### src/rtl/alu_pkg.sv
`default_nettype none
// ============================================================================
// Module      : alu_pkg
// Description : ALU data widths, opcode encodings and opcode legality helper.
// Revision    : 1.0
// ============================================================================
package alu_pkg;

    localparam int DATA_W = 32;
    localparam int OPC_W  = 7;

    localparam logic [OPC_W-1:0] OP_OR  = 7'h00;
    localparam logic [OPC_W-1:0] OP_AND = 7'h01;
    localparam logic [OPC_W-1:0] OP_XOR = 7'h02;
    localparam logic [OPC_W-1:0] OP_ADD = 7'h03;

    function automatic logic is_legal_op(input logic [OPC_W-1:0] opc);
        return (opc <= OP_ADD);
    endfunction

endpackage
`default_nettype wire

### src/rtl/sync_fifo.sv
`default_nettype none
// ============================================================================
// Module      : sync_fifo
// Description : Registered-count synchronous FIFO; full/empty derive from count.
// Revision    : 1.0
// ============================================================================
module sync_fifo #(
    parameter int WIDTH = 71,
    parameter int DEPTH = 4
) (
    input  logic                     clk,
    input  logic                     rst,
    input  logic                     wr_en,
    input  logic [WIDTH-1:0]         wr_data,
    input  logic                     rd_en,
    output logic [WIDTH-1:0]         rd_data,
    output logic [$clog2(DEPTH):0]   count,
    output logic                     full,
    output logic                     empty
);

    localparam int AW = $clog2(DEPTH);
    localparam int CW = AW + 1;

    logic [WIDTH-1:0] mem [DEPTH];
    logic [AW-1:0]    head;
    logic [AW-1:0]    tail;
    logic             wr_ok;
    logic             rd_ok;

    assign full    = (count == CW'(DEPTH));
    assign empty   = (count == '0);
    assign wr_ok   = wr_en && !full;
    assign rd_ok   = rd_en && !empty;
    assign rd_data = mem[head];

    always_ff @(posedge clk) begin
        if (wr_ok) begin
            mem[tail] <= wr_data;
        end
    end

    always_ff @(posedge clk) begin
        if (rst) begin
            head  <= '0;
            tail  <= '0;
            count <= '0;
        end else begin
            if (wr_ok) begin
                tail <= tail + AW'(1);
            end
            if (rd_ok) begin
                head <= head + AW'(1);
            end
            case ({wr_ok, rd_ok})
                2'b10:   count <= count + CW'(1);
                2'b01:   count <= count - CW'(1);
                default: count <= count;
            endcase
        end
    end

endmodule
`default_nettype wire

### src/rtl/alu_issue_queue.sv
`default_nettype none
// ============================================================================
// Module      : alu_issue_queue
// Description : Buffers ALU operations and issues one per cycle with result tags.
// Revision    : 1.0
// ============================================================================
module alu_issue_queue
    import alu_pkg::*;
#(
    parameter int DEPTH = 4,
    parameter int TAG_W = 4
) (
    input  logic                    clk,
    input  logic                    rst,
    input  logic                    in_valid,
    output logic                    in_ready,
    input  logic [OPC_W-1:0]        in_opcode,
    input  logic [DATA_W-1:0]       in_a,
    input  logic [DATA_W-1:0]       in_b,
    input  logic                    issue_en,
    output logic [DATA_W-1:0]       alu_a,
    output logic [DATA_W-1:0]       alu_b,
    output logic [OPC_W-1:0]        alu_opcode,
    output logic                    alu_issue,
    output logic                    res_valid,
    output logic [TAG_W-1:0]        res_tag,
    output logic [OPC_W-1:0]        res_opcode,
    output logic [$clog2(DEPTH):0]  count,
    output logic                    illegal_op
);

    localparam int FIFO_W = OPC_W + 2 * DATA_W;

    logic              fifo_full;
    logic              fifo_empty;
    logic              accept;
    logic              legal;
    logic              enq;
    logic              do_issue;
    logic [FIFO_W-1:0] head_entry;
    logic [TAG_W-1:0]  tag_cnt;
    logic [TAG_W-1:0]  issue_tag;

    assign in_ready = !rst && !fifo_full;
    assign accept   = in_valid && in_ready;
    assign legal    = is_legal_op(in_opcode);
    assign enq      = accept && legal;
    // The FIFO count is registered, so a fresh entry is never issued in its enqueue cycle.
    assign do_issue = issue_en && !fifo_empty;

    sync_fifo #(
        .WIDTH (FIFO_W),
        .DEPTH (DEPTH)
    ) u_fifo (
        .clk     (clk),
        .rst     (rst),
        .wr_en   (enq),
        .wr_data ({in_opcode, in_a, in_b}),
        .rd_en   (do_issue),
        .rd_data (head_entry),
        .count   (count),
        .full    (fifo_full),
        .empty   (fifo_empty)
    );

    always_ff @(posedge clk) begin
        if (rst) begin
            alu_a      <= '0;
            alu_b      <= '0;
            alu_opcode <= '0;
            alu_issue  <= 1'b0;
            res_valid  <= 1'b0;
            res_tag    <= '0;
            res_opcode <= '0;
            illegal_op <= 1'b0;
            tag_cnt    <= '0;
            issue_tag  <= '0;
        end else begin
            alu_issue  <= do_issue;
            illegal_op <= accept && !legal;
            // The ALU registers O one edge after issue; this stage tracks that edge.
            res_valid  <= alu_issue;
            if (do_issue) begin
                {alu_opcode, alu_a, alu_b} <= head_entry;
                issue_tag                  <= tag_cnt;
                tag_cnt                    <= tag_cnt + TAG_W'(1);
            end
            if (alu_issue) begin
                res_tag    <= issue_tag;
                res_opcode <= alu_opcode;
            end
        end
    end

endmodule
`default_nettype wire

### config.mk
export PLATFORM = sky130hd
export DESIGN_NAME = alu_issue_queue
export DESIGN_NICKNAME = d
export VERILOG_FILES = /design/src/rtl/alu_pkg.sv /design/src/rtl/sync_fifo.sv /design/src/rtl/alu_issue_queue.sv
export SDC_FILE = /design/constraint.sdc
export NUM_CORES = 1
export LEC_CHECK = 0
export BUFFER_PORTS_ARGS = -buffer_cell sky130_fd_sc_hd__buf_2
export CAP_MARGIN = 20
export CORE_MARGIN = 3
export CORE_UTILIZATION = 52
export DETAILED_ROUTE_END_ITERATION = 10
export PLACE_DENSITY = 0.81
export SLEW_MARGIN = 20
export SYNTH_ARGS = -nofsm -noshare
export SYNTH_HDL_FRONTEND = slang
export SYNTH_HIERARCHICAL = 1
export SYNTH_SLANG_ARGS = --single-unit
### constraint.sdc
create_clock -name clk -period 3.3 [get_ports clk]
set_clock_uncertainty 0.15 [all_clocks]
set_input_delay 0.165 -clock clk [delete_from_list [all_inputs] [get_ports clk]]
set_output_delay 0.165 -clock clk [all_outputs]
set_load 0.01 [all_outputs]
Yosys cells after proc, flatten, opt, wreduce, memory -nomap -nowiden:

Memories as Yosys holds them, arrays and structs flattened. A register that Yosys moved wholly into a read port is not among the register bits.
Index checks and enable logic that the tools add are counted.

* logic and storage cells: 36
* output and inout port bits: 89
* register bits: 29
* RAM bits: 284
* input bits: 75
* memories kept: 1

* equal/unequal tests: 3
* reduce and logical (&&, ||, !) cells: 13
* $add $sub $neg: 5
* magnitude comparators: 1
* multiplexer cells: 3

Memories
* u_fifo.mem: words 4, bits a word 71, rd ports 1, clocked after Yosys merged registers in 1, wr ports 1, RTL line sync_fifo.sv:25 `logic [WIDTH-1:0] mem [DEPTH];`

Operator list (count)
* less-or-equal comparator 7 x 2 -> 1 bit (second input constant): 1
* logical AND 1 bit: 7
* one-hot mux 3 bit (2 select lines): 1
* adder 2 x 1 -> 2 bit (second input constant): 2
* adder 4 x 1 -> 4 bit (second input constant): 1
* zero test 1 bit: 4
* adder 3 x 1 -> 3 bit (second input constant): 1
* equality test 3 bit (second input constant): 1
* zero test 3 bit: 1
* subtractor 3 x 1 -> 3 bit (second input constant): 1
* equality test 2 x 1 -> 1 bit (second input constant): 1
* equality test 2 bit (second input constant): 1
* two-way mux 1 bit: 2
* nonzero test 2 bit: 1

Logic depth before layout (Yosys ltp):

Gate-level depths: netlist of run 1.

* word-level depth: 8
* gate-level depth with buffers: 13
* mapped depth without buffers: 13

Cells and area by module:

Netlist of run 1, hierarchy kept.

By module, submodules not included
* sync_fifo: seq. area each 8708.4 µm², area each 10796.6 µm², times used 1, cells an instance 425
* alu_issue_queue: seq. area each 1861.8 µm², area each 3239.4 µm², times used 1, cells an instance 391

Worst setup path before layout of run 1:

No wires, ideal clock.

* kind: register to register
* start: register u_fifo.count[0]
* end: memory u_fifo.mem[1][0] (enable)
* buffers on the path: 0
* setup slack: -311 ps
* stages on the path, launching flop included: 8
* clock period less this slack: 3611 ps
* data arrival time: 3024 ps
* required time: 2713 ps
* cell sequence: dfxtp_1 nor3b_2 nor2_1 nand2_1 nor3_1 inv_1 nor2_1 and2_1

* word-level cells in the longest chain between the ends: 8

RTL lines
* start, declared: RTL line sync_fifo.sv:17 `output logic [$clog2(DEPTH):0] count,`
* start signal, assigned: RTL line sync_fifo.sv:56 `2'b10: count <= count + CW'(1);`
* start signal, assigned: RTL line sync_fifo.sv:57 `2'b01: count <= count - CW'(1);`
* start signal, assigned: RTL line sync_fifo.sv:58 `default: count <= count;`
* equality test 3 bit: RTL line sync_fifo.sv:31 `assign full = (count == CW'(DEPTH));`
* via fifo_full: RTL line alu_issue_queue.sv:34 `logic fifo_full;`
* zero test 1 bit: RTL line alu_issue_queue.sv:44 `assign in_ready = !rst && !fifo_full;`
* logical AND 1 bit: RTL line alu_issue_queue.sv:44
* via in_ready: RTL line alu_issue_queue.sv:16 `output logic in_ready,`
* logical AND 1 bit: RTL line alu_issue_queue.sv:45 `assign accept = in_valid && in_ready;`
* logical AND 1 bit: RTL line alu_issue_queue.sv:47 `assign enq = accept && legal;`
* via enq: RTL line alu_issue_queue.sv:38 `logic enq;`
* logical AND 1 bit: RTL line sync_fifo.sv:33 `assign wr_ok = wr_en && !full;`
* two-way mux 1 bit: RTL line sync_fifo.sv:38 `if (wr_ok) begin`
* two-way mux 1 bit (not written as such): RTL line sync_fifo.sv:39 `mem[tail] <= wr_data;`
* end, declared: RTL line sync_fifo.sv:25

The timed path passes the listed nets, and every way through them passes these cells.

Final worst setup path of run 1:

* start: input in_opcode[3]
* end: register u_fifo.count[2]

* word-level cells in the longest chain between the ends: 5
* elaborated cells on any way between the ends: 7
* those cells by class: order compare: 1; eq/ne: 2; mux: 1; reduce/logical: 3

RTL lines
* start, declared: RTL line alu_issue_queue.sv:17 `input logic [OPC_W-1:0] in_opcode,`
* less-or-equal comparator 7 x 2 -> 1 bit *: RTL line alu_pkg.sv:18 `return (opc <= OP_ADD);`
* logical AND 1 bit *: RTL line alu_issue_queue.sv:47
* via enq: RTL line alu_issue_queue.sv:38
* logical AND 1 bit *: RTL line sync_fifo.sv:33
* equality test 2 x 1 -> 1 bit or equality test 2 bit (tied branches): RTL line sync_fifo.sv:55 `case ({wr_ok, rd_ok})`
* one-hot mux 3 bit (2 select lines) or nonzero test 2 bit (tied branches)

The timed path passes the listed nets; every way through them passes the cells marked *.
A chain may end at the register's enable or synchronous reset.

==> reports/metrics.yaml, run 1 <==
multi_input_area_mm2: 0.00309
rr_worst_depth: 13
io_pins: 164
core_area_mm2: 0.0263
io_buffers: 163
grt_pass1_vias: 7921
cap_violations: 0
finalSetupViolations: 0
finalCriticalPeriod_ns: 2.91
crit_end: "u_fifo/count[2]"
syn_area_per_cell_um2: 17.2
pwr_density_cell_mw_per_mm2: 555
avgRoutedWirePerCell_um: 19.6
cts.sinks: 386
die_w_um: 170
synth_ff_type: "edfxtp_1"
placedInstanceArea_mm2: 0.0152
route.met2.wl_mm: 14.3
synth-seq-area-share_pct: 75.3
final_nets: 1148
worstPathRequired_ns: 3.58
antenna_found_initial: 0
num_vias: 7749
yosysTopAreaCellShare_pct: 60.8
synth.most_common_cell: "edfxtp_1"
rsz0062_at_grt: "no"
hold_slack_ns: 0.242
wirelength_mm: 28.1
cts_tree: "done"
cts_inserted_buffers: 38
syn_nets: 898
htreeDepth: 2
clk-insertion-delay-late_ns: 0.52
dr.pass1.iters: 7
rows: 59
min_path_type: "in -> reg"
synth_common_cells: "edfxtp_1, nand2_1, dfxtp_1"
drc: 0
drive_above_1_share_pct: 28.4
grt.overflow.total: 0
reg2reg_slack_ns: 0.60
leakage_nw: 5.88
final_antenna_net_count: 0
yosys.area.top_type: "edfxtp_1"
netlist_area_mm2: 0.0140
timing.rr.start: "u_fifo/count[0]"
clock_path_buffers: 3
hold_violations: 0
fmax_mhz: 344
seqCellArea_mm2: 0.0106
syn_inst: 816
crit_top_cell: "inv_1"
cp-startpoint: "in_opcode[3]"
routabilityCongestion: 0.722
irDropWorstVdd_mv: 0.532
cts_resized: 0
period_share_pct: 88.2
routed-wl-met3_mm: 1.68
area_delta_synth_final_pct: 22.2
highest-signal-layer: "met4"
drt_iter0_drc: 621
crit_path_end_kind: "register"
path_cells: "dlygate4sd3_1 -> buf_2 -> or4_1 -> nor3_1 -> inv_1 -> nor2_1 -> inv_1 -> ha_1 -> inv_1 -> fa_1 -> xor2_1 -> or3_1 -> a21oi_1"
met1Wirelength_mm: 11.3
status: "finished clean"
postLayoutCellArea_mm2: 0.0171
cp_max_fo: 6
grt_max_degree: 80
yosys-top-cells-area: "edfxtp_1, dfxtp_1, mux4_2, nand2_1, a21oi_1"
clk_pin_slew_ns: 0.06
start_util_pct: 53.4
critPathSlowestCell: "or4_1"
cp_slowest_stage_delay_ns: 0.59
die_area_mm2: 0.0290
fillCellCount: 1760
root_buffer: "clkbuf_16"
yosys_warnings: 6
grt_pass1_wl_mm: 44.2
tns_ns: 0
synth_cell_types: 30
timing.rr.end: "u_fifo/count[2]"
drv_slew: 0
synth-async-reset-ratio_pct: 0
tightest_slew_ns: 0.957
synth-edff-count: 284
maxSlewHeadroom_pct: 36.2
cp.arrival_ns: 3.18
dieHeight_um: 170
track_usage_pct: 19.8
crit_type: "in -> reg"
ys_ff_latch: 386
routed_via_density: 5.42
dp_hpwl_mm: 16.6
cp-start-kind: "input pin"
[stage by stage]
| stage | instances | total power [W] | worst slack, ns | util, % |
|---|---|---|---|---|
| after floorplan | 816 | 0.00534 | 0.459 | - |
| after global placement | 1285 | 0.00543 | 0.498 | 57.8 |
| after detailed placement | 1285 | 0.00543 | 0.467 | 57.8 |
| after CTS | 1429 | 0.00959 | 0.416 | 65.2 |
| after global routing | 1429 | 0.00980 | 0.222 | 65.2 |
| final | 1430 | 0.00951 | 0.390 | 65.2 |
[what timing repair did]
action	in CTS	in global routing
endpoints found under the hold margin	327	0
buffers inserted	0	0
hold buffers	76	0
endpoints found under the setup margin	0	0
[how the worst min path moves through the flow]
stage / slack, ns / from / end / cells past startpoint
after global routing: 0.24 / in_a[1] / u_fifo/mem[0][33] / 2
final: 0.24 / in_b[16] / u_fifo/mem[0][16] / 2
after detailed placement: 0.23 / in_b[31] / u_fifo/mem[0][31] / 1
after global placement: 0.23 / in_a[4] / u_fifo/mem[2][36] / 1
after floorplan: 0.11 / in_b[0] / u_fifo/mem[0][0] / 0
after CTS: 0.22 / in_b[12] / u_fifo/mem[3][12] / 2
[cell type report]
type / count / share of cell area [%]
sequential: 386 / 61.7
clock buffer: 60 / 6.50
inverter: 9 / 0.204
timing repair buffer: 255 / 10.6
multi-input combinational: 376 / 18.0
clock inverter: 8 / 0.460
tap: 335 / 2.44
antenna: 1 / 0.0146
[power breakdown]
| group | switching (W) | internal [W] |
|---|---|---|
| registers | 0.00000305 | 0.00520 |
| logic | 0.0000990 | 0.000100 |
| clock network | 0.00170 | 0.00241 |
[routing by layer]
metal	global-route usage, %	vias to the layer above
met5	0	-
met4	7.51	0
met3	3.37	59
met2	33.5	278
met1	26.1	3853
li1	-	3559
[cells by family after synthesis]
family,share of synthesized area (%)
adder cells (fa/ha/maj),0.677
AO/OA/AOI/OAI,3.08
buffers and inverters,2.77
multiplexers,12.3
XOR/XNOR,0.312
flip-flops,75.3
AND/OR/NAND/NOR,5.57
[cell usage in the layout (no fill, tap or decap), types with 2 or more instances in the layout]
master / n
buf_4: 7
buf_12: 10
nand2_1: 154
ha_1: 6
nand2b_1: 2
clkbuf_16: 39
a21oi_1: 81
buf_2: 162
clkbuf_1: 15
nor2_1: 23
and2_4: 4
clkbuf_8: 6
dfxtp_1: 100
inv_1: 8
mux2i_1: 12
o21ai_0: 4
dfxtp_4: 2
inv_6: 2
nor3_1: 2
dlygate4sd3_1: 76
xor2_1: 4
or3_1: 4
clkinv_2: 4
mux4_2: 70
edfxtp_1: 284
[worst max-delay path: cells and delay by family]
kind / cells / cell delay [ns]
AO/OA/AOI/OAI: 1 / 0.14
XOR/XNOR: 1 / 0.08
adder cells (fa/ha/maj): 2 / 0.41
buffers and inverters: 5 / 0.95
AND/OR/NAND/NOR: 4 / 1.44
[sequential cells by signal, summed over array words and instances, names as in the netlist, 2 cells and up, named ones only]
name          flops
res_tag           4
tag_cnt           4
u_fifo/tail       2
u_fifo/head       2
alu_a            32
alu_opcode        7
res_opcode        7
u_fifo/count      3
u_fifo/mem      284
alu_b            32
issue_tag         4
Power figures use the tool's default switching activity.
==> run 2, diff against run 1 <==
--- a/config.mk
+++ b/config.mk
@@ -8,9 +8,11 @@
 export BUFFER_PORTS_ARGS = -buffer_cell sky130_fd_sc_hd__buf_2
 export CAP_MARGIN = 20
 export CORE_MARGIN = 3
-export CORE_UTILIZATION = 52
+export CORE_UTILIZATION = 54
+export CTS_BUF_LIST = sky130_fd_sc_hd__clkbuf_4
 export DETAILED_ROUTE_END_ITERATION = 10
-export PLACE_DENSITY = 0.81
+export PLACE_DENSITY = 0.84
+export REMOVE_ABC_BUFFERS = 1
 export SLEW_MARGIN = 20
 export SYNTH_ARGS = -nofsm -noshare
 export SYNTH_HDL_FRONTEND = slang
==> constraint.sdc (replaced) <==
create_clock -name clk -period 2.6 [get_ports clk]
set_clock_uncertainty 0.15 [all_clocks]
set_input_delay 0.13 -clock clk [delete_from_list [all_inputs] [get_ports clk]]
set_output_delay 0.13 -clock clk [all_outputs]
set_load 0.01 [all_outputs]
==> reports/metrics.yaml, run 2 (synthesis gave the netlist of run 1 again) <==
status: "finished clean"
final_nets: 1250
cap_violations: 0
largestRegisters: "u_fifo/mem: 284 flops, alu_a: 32 flops, alu_b: 32 flops"
clock_path_buffers: 3
maxSlewHeadroom_pct: 37.8
finalCriticalPeriod_ns: 2.51
reg2reg_slack_ns: 0.09
dp_hpwl_mm: 16.5
clk-insertion-delay-late_ns: 0.68
dieHeight_um: 167
layout_commonest_cell: "edfxtp_1"
tns_ns: 0
combinationalPowerShare_pct: 2.5
grt_pass1_wl_mm: 47.3
htreeDepth: 3
avgRoutedWirePerCell_um: 18.7
antenna_found_initial: 2
tightest_slew_ns: 0.932
clk_pin_slew_ns: 0.07
cp-start-kind: "register"
clockPowerShare_pct: 41.8
grt.overflow.total: 0
cts_tree: "done"
min_path_type: "in -> reg"
layout_common_cells: "edfxtp_1, buf_2, nand2_1, clkbuf_4, dlygate4sd3_1"
crit_type: "reg -> reg"
io_pins: 164
root_buffer: "clkbuf_4"
largest-register: "u_fifo/mem"
timing.rr.start: "u_fifo/count[0]"
timing.rr.end: "u_fifo/count[2]"
die_area_mm2: 0.0280
drc: 0
hold_path_depth: 2
track_usage_pct: 21.4
routabilityCongestion: 0.720
grt_max_degree: 80
finalSetupViolations: 0
netSwitchingPower_w: 0.00243
start_util_pct: 55.3
cp_max_fo: 3
leakage_nw: 6.25
dpl_worst_slack_ns: -0.00633
grt_pass1_vias: 9010
wirelength_mm: 29.5
dr.pass1.iters: 5
drv_slew: 0
irDropWorstVdd_mv: 0.570
p_seq_share_pct: 55.7
internal-power_w: 0.00942
rr_worst_depth: 13
crit_path_end_kind: "register"
final_antenna_net_count: 0
die_w_um: 167
routed_via_density: 5.25
post-route-util_pct: 69.6
rows: 58
largest_register_ffs: 284
holdPathEnd: "u_fifo/mem[3][38]"
pwr_density_cell_mw_per_mm2: 671
hold_violations: 0
worstPathRequired_ns: 3.04
core_area_mm2: 0.0254
fmax_mhz: 398
io_buffers: 163
area_delta_synth_final_pct: 25.9
cts_inserted_buffers: 95
drive_above_1_share_pct: 34.5
cts.sinks: 386
hold_start: "in_a[6]"
cp.arrival_ns: 2.95
grt_use_met1_pct: 26.2
drt_iter0_drc: 592
period_share_pct: 96.5
switching_share_pct: 20.5
fin_ws_ns: 0.0898
power_w: 0.0119
gr-usage-met3_pct: 4.91
use_met2_pct: 37.6
num_vias: 8284
grt.busiest_layer: "met2"
[run 2: cell count changes in the layout (fill, tap and decap cells not counted), sizes merged]
cell / previous run / this run
dlygate4sd3: 76 / 109
diode: 1 / 2
buf: 179 / 191
clkinv: 5 / 28
clkbuf: 60 / 145
[run 2: cell type report]
class	count	area, um2
clock buffers	145	1090
diodes	2	5.00
inverters	9	35.0
clock inverters	31	156
repair buffers	300	2270
multi-input cells	376	3120
well taps	330	413
fillers	1622	7730
flip-flops and latches	386	10600
[run 2: worst max-delay path, cell delays in order, from the launching register on]
cell and delay (ns):
dfxtp_1 0.35, nor3b_4 0.23, nor2_1 0.09, nand2_1 0.11, nor3_1 0.06, inv_1 0.11, nor2_2 0.07, inv_1 0.06
ha_2 0.17, inv_1 0.05, fa_2 0.33, xor2_1 0.16, or3_1 0.39, a21oi_2 0.12
[run 2: worst max path at each step]
stage	startpoint	end	slack, ns
after detailed placement	u_fifo/count[2]	u_fifo/count[2]	-0.006
final	u_fifo/count[0]	u_fifo/count[2]	0.09
after floorplan	u_fifo/count[0]	u_fifo/count[2]	-2.28
after global routing	u_fifo/count[2]	u_fifo/count[2]	-0.06
after global placement	in_opcode[3]	u_fifo/count[2]	0.12
after CTS	u_fifo/count[2]	u_fifo/count[2]	0.07
[run 2: repair_timing]
action / 4_1_cts / 5_1_grt
hold buffers: 109 / 0
setup endpoints to repair: 1 / 3
buffers inserted: 1 / 3
resized for setup: 1 / 7
pin swaps: 0 / 4
endpoints found under the hold margin: 361 / 0
cloned: 0 / 0
[run 2: metrics by stage]
stage,hold WS (ns),instances,instance area [um2]
after CTS,0.000497,1574,17600
after detailed placement,0.198,1288,15300
after global placement,0.192,1288,15300
after floorplan,0.0491,771,13700
after global routing,0.0109,1579,17700
final,0.0875,1579,17700
[run 2: layer usage]
metal	vias to the layer above	wire length (um)
li1	3848	-
met1	4065	11400
met2	319	15500
met3	52	1920
met4	0	601
met5	-	0
[run 2: power by group through the flow]
stage          Sequential [W]  Clock, W  Combinational, W
2_1_floorplan         0.00675         0         0.0000154
4_1_cts               0.00660   0.00507          0.000296
3_3_place_gp          0.00674         0          0.000153
5_1_grt               0.00660   0.00544          0.000326
6_report              0.00660   0.00495          0.000302
3_5_place_dp          0.00674         0          0.000164
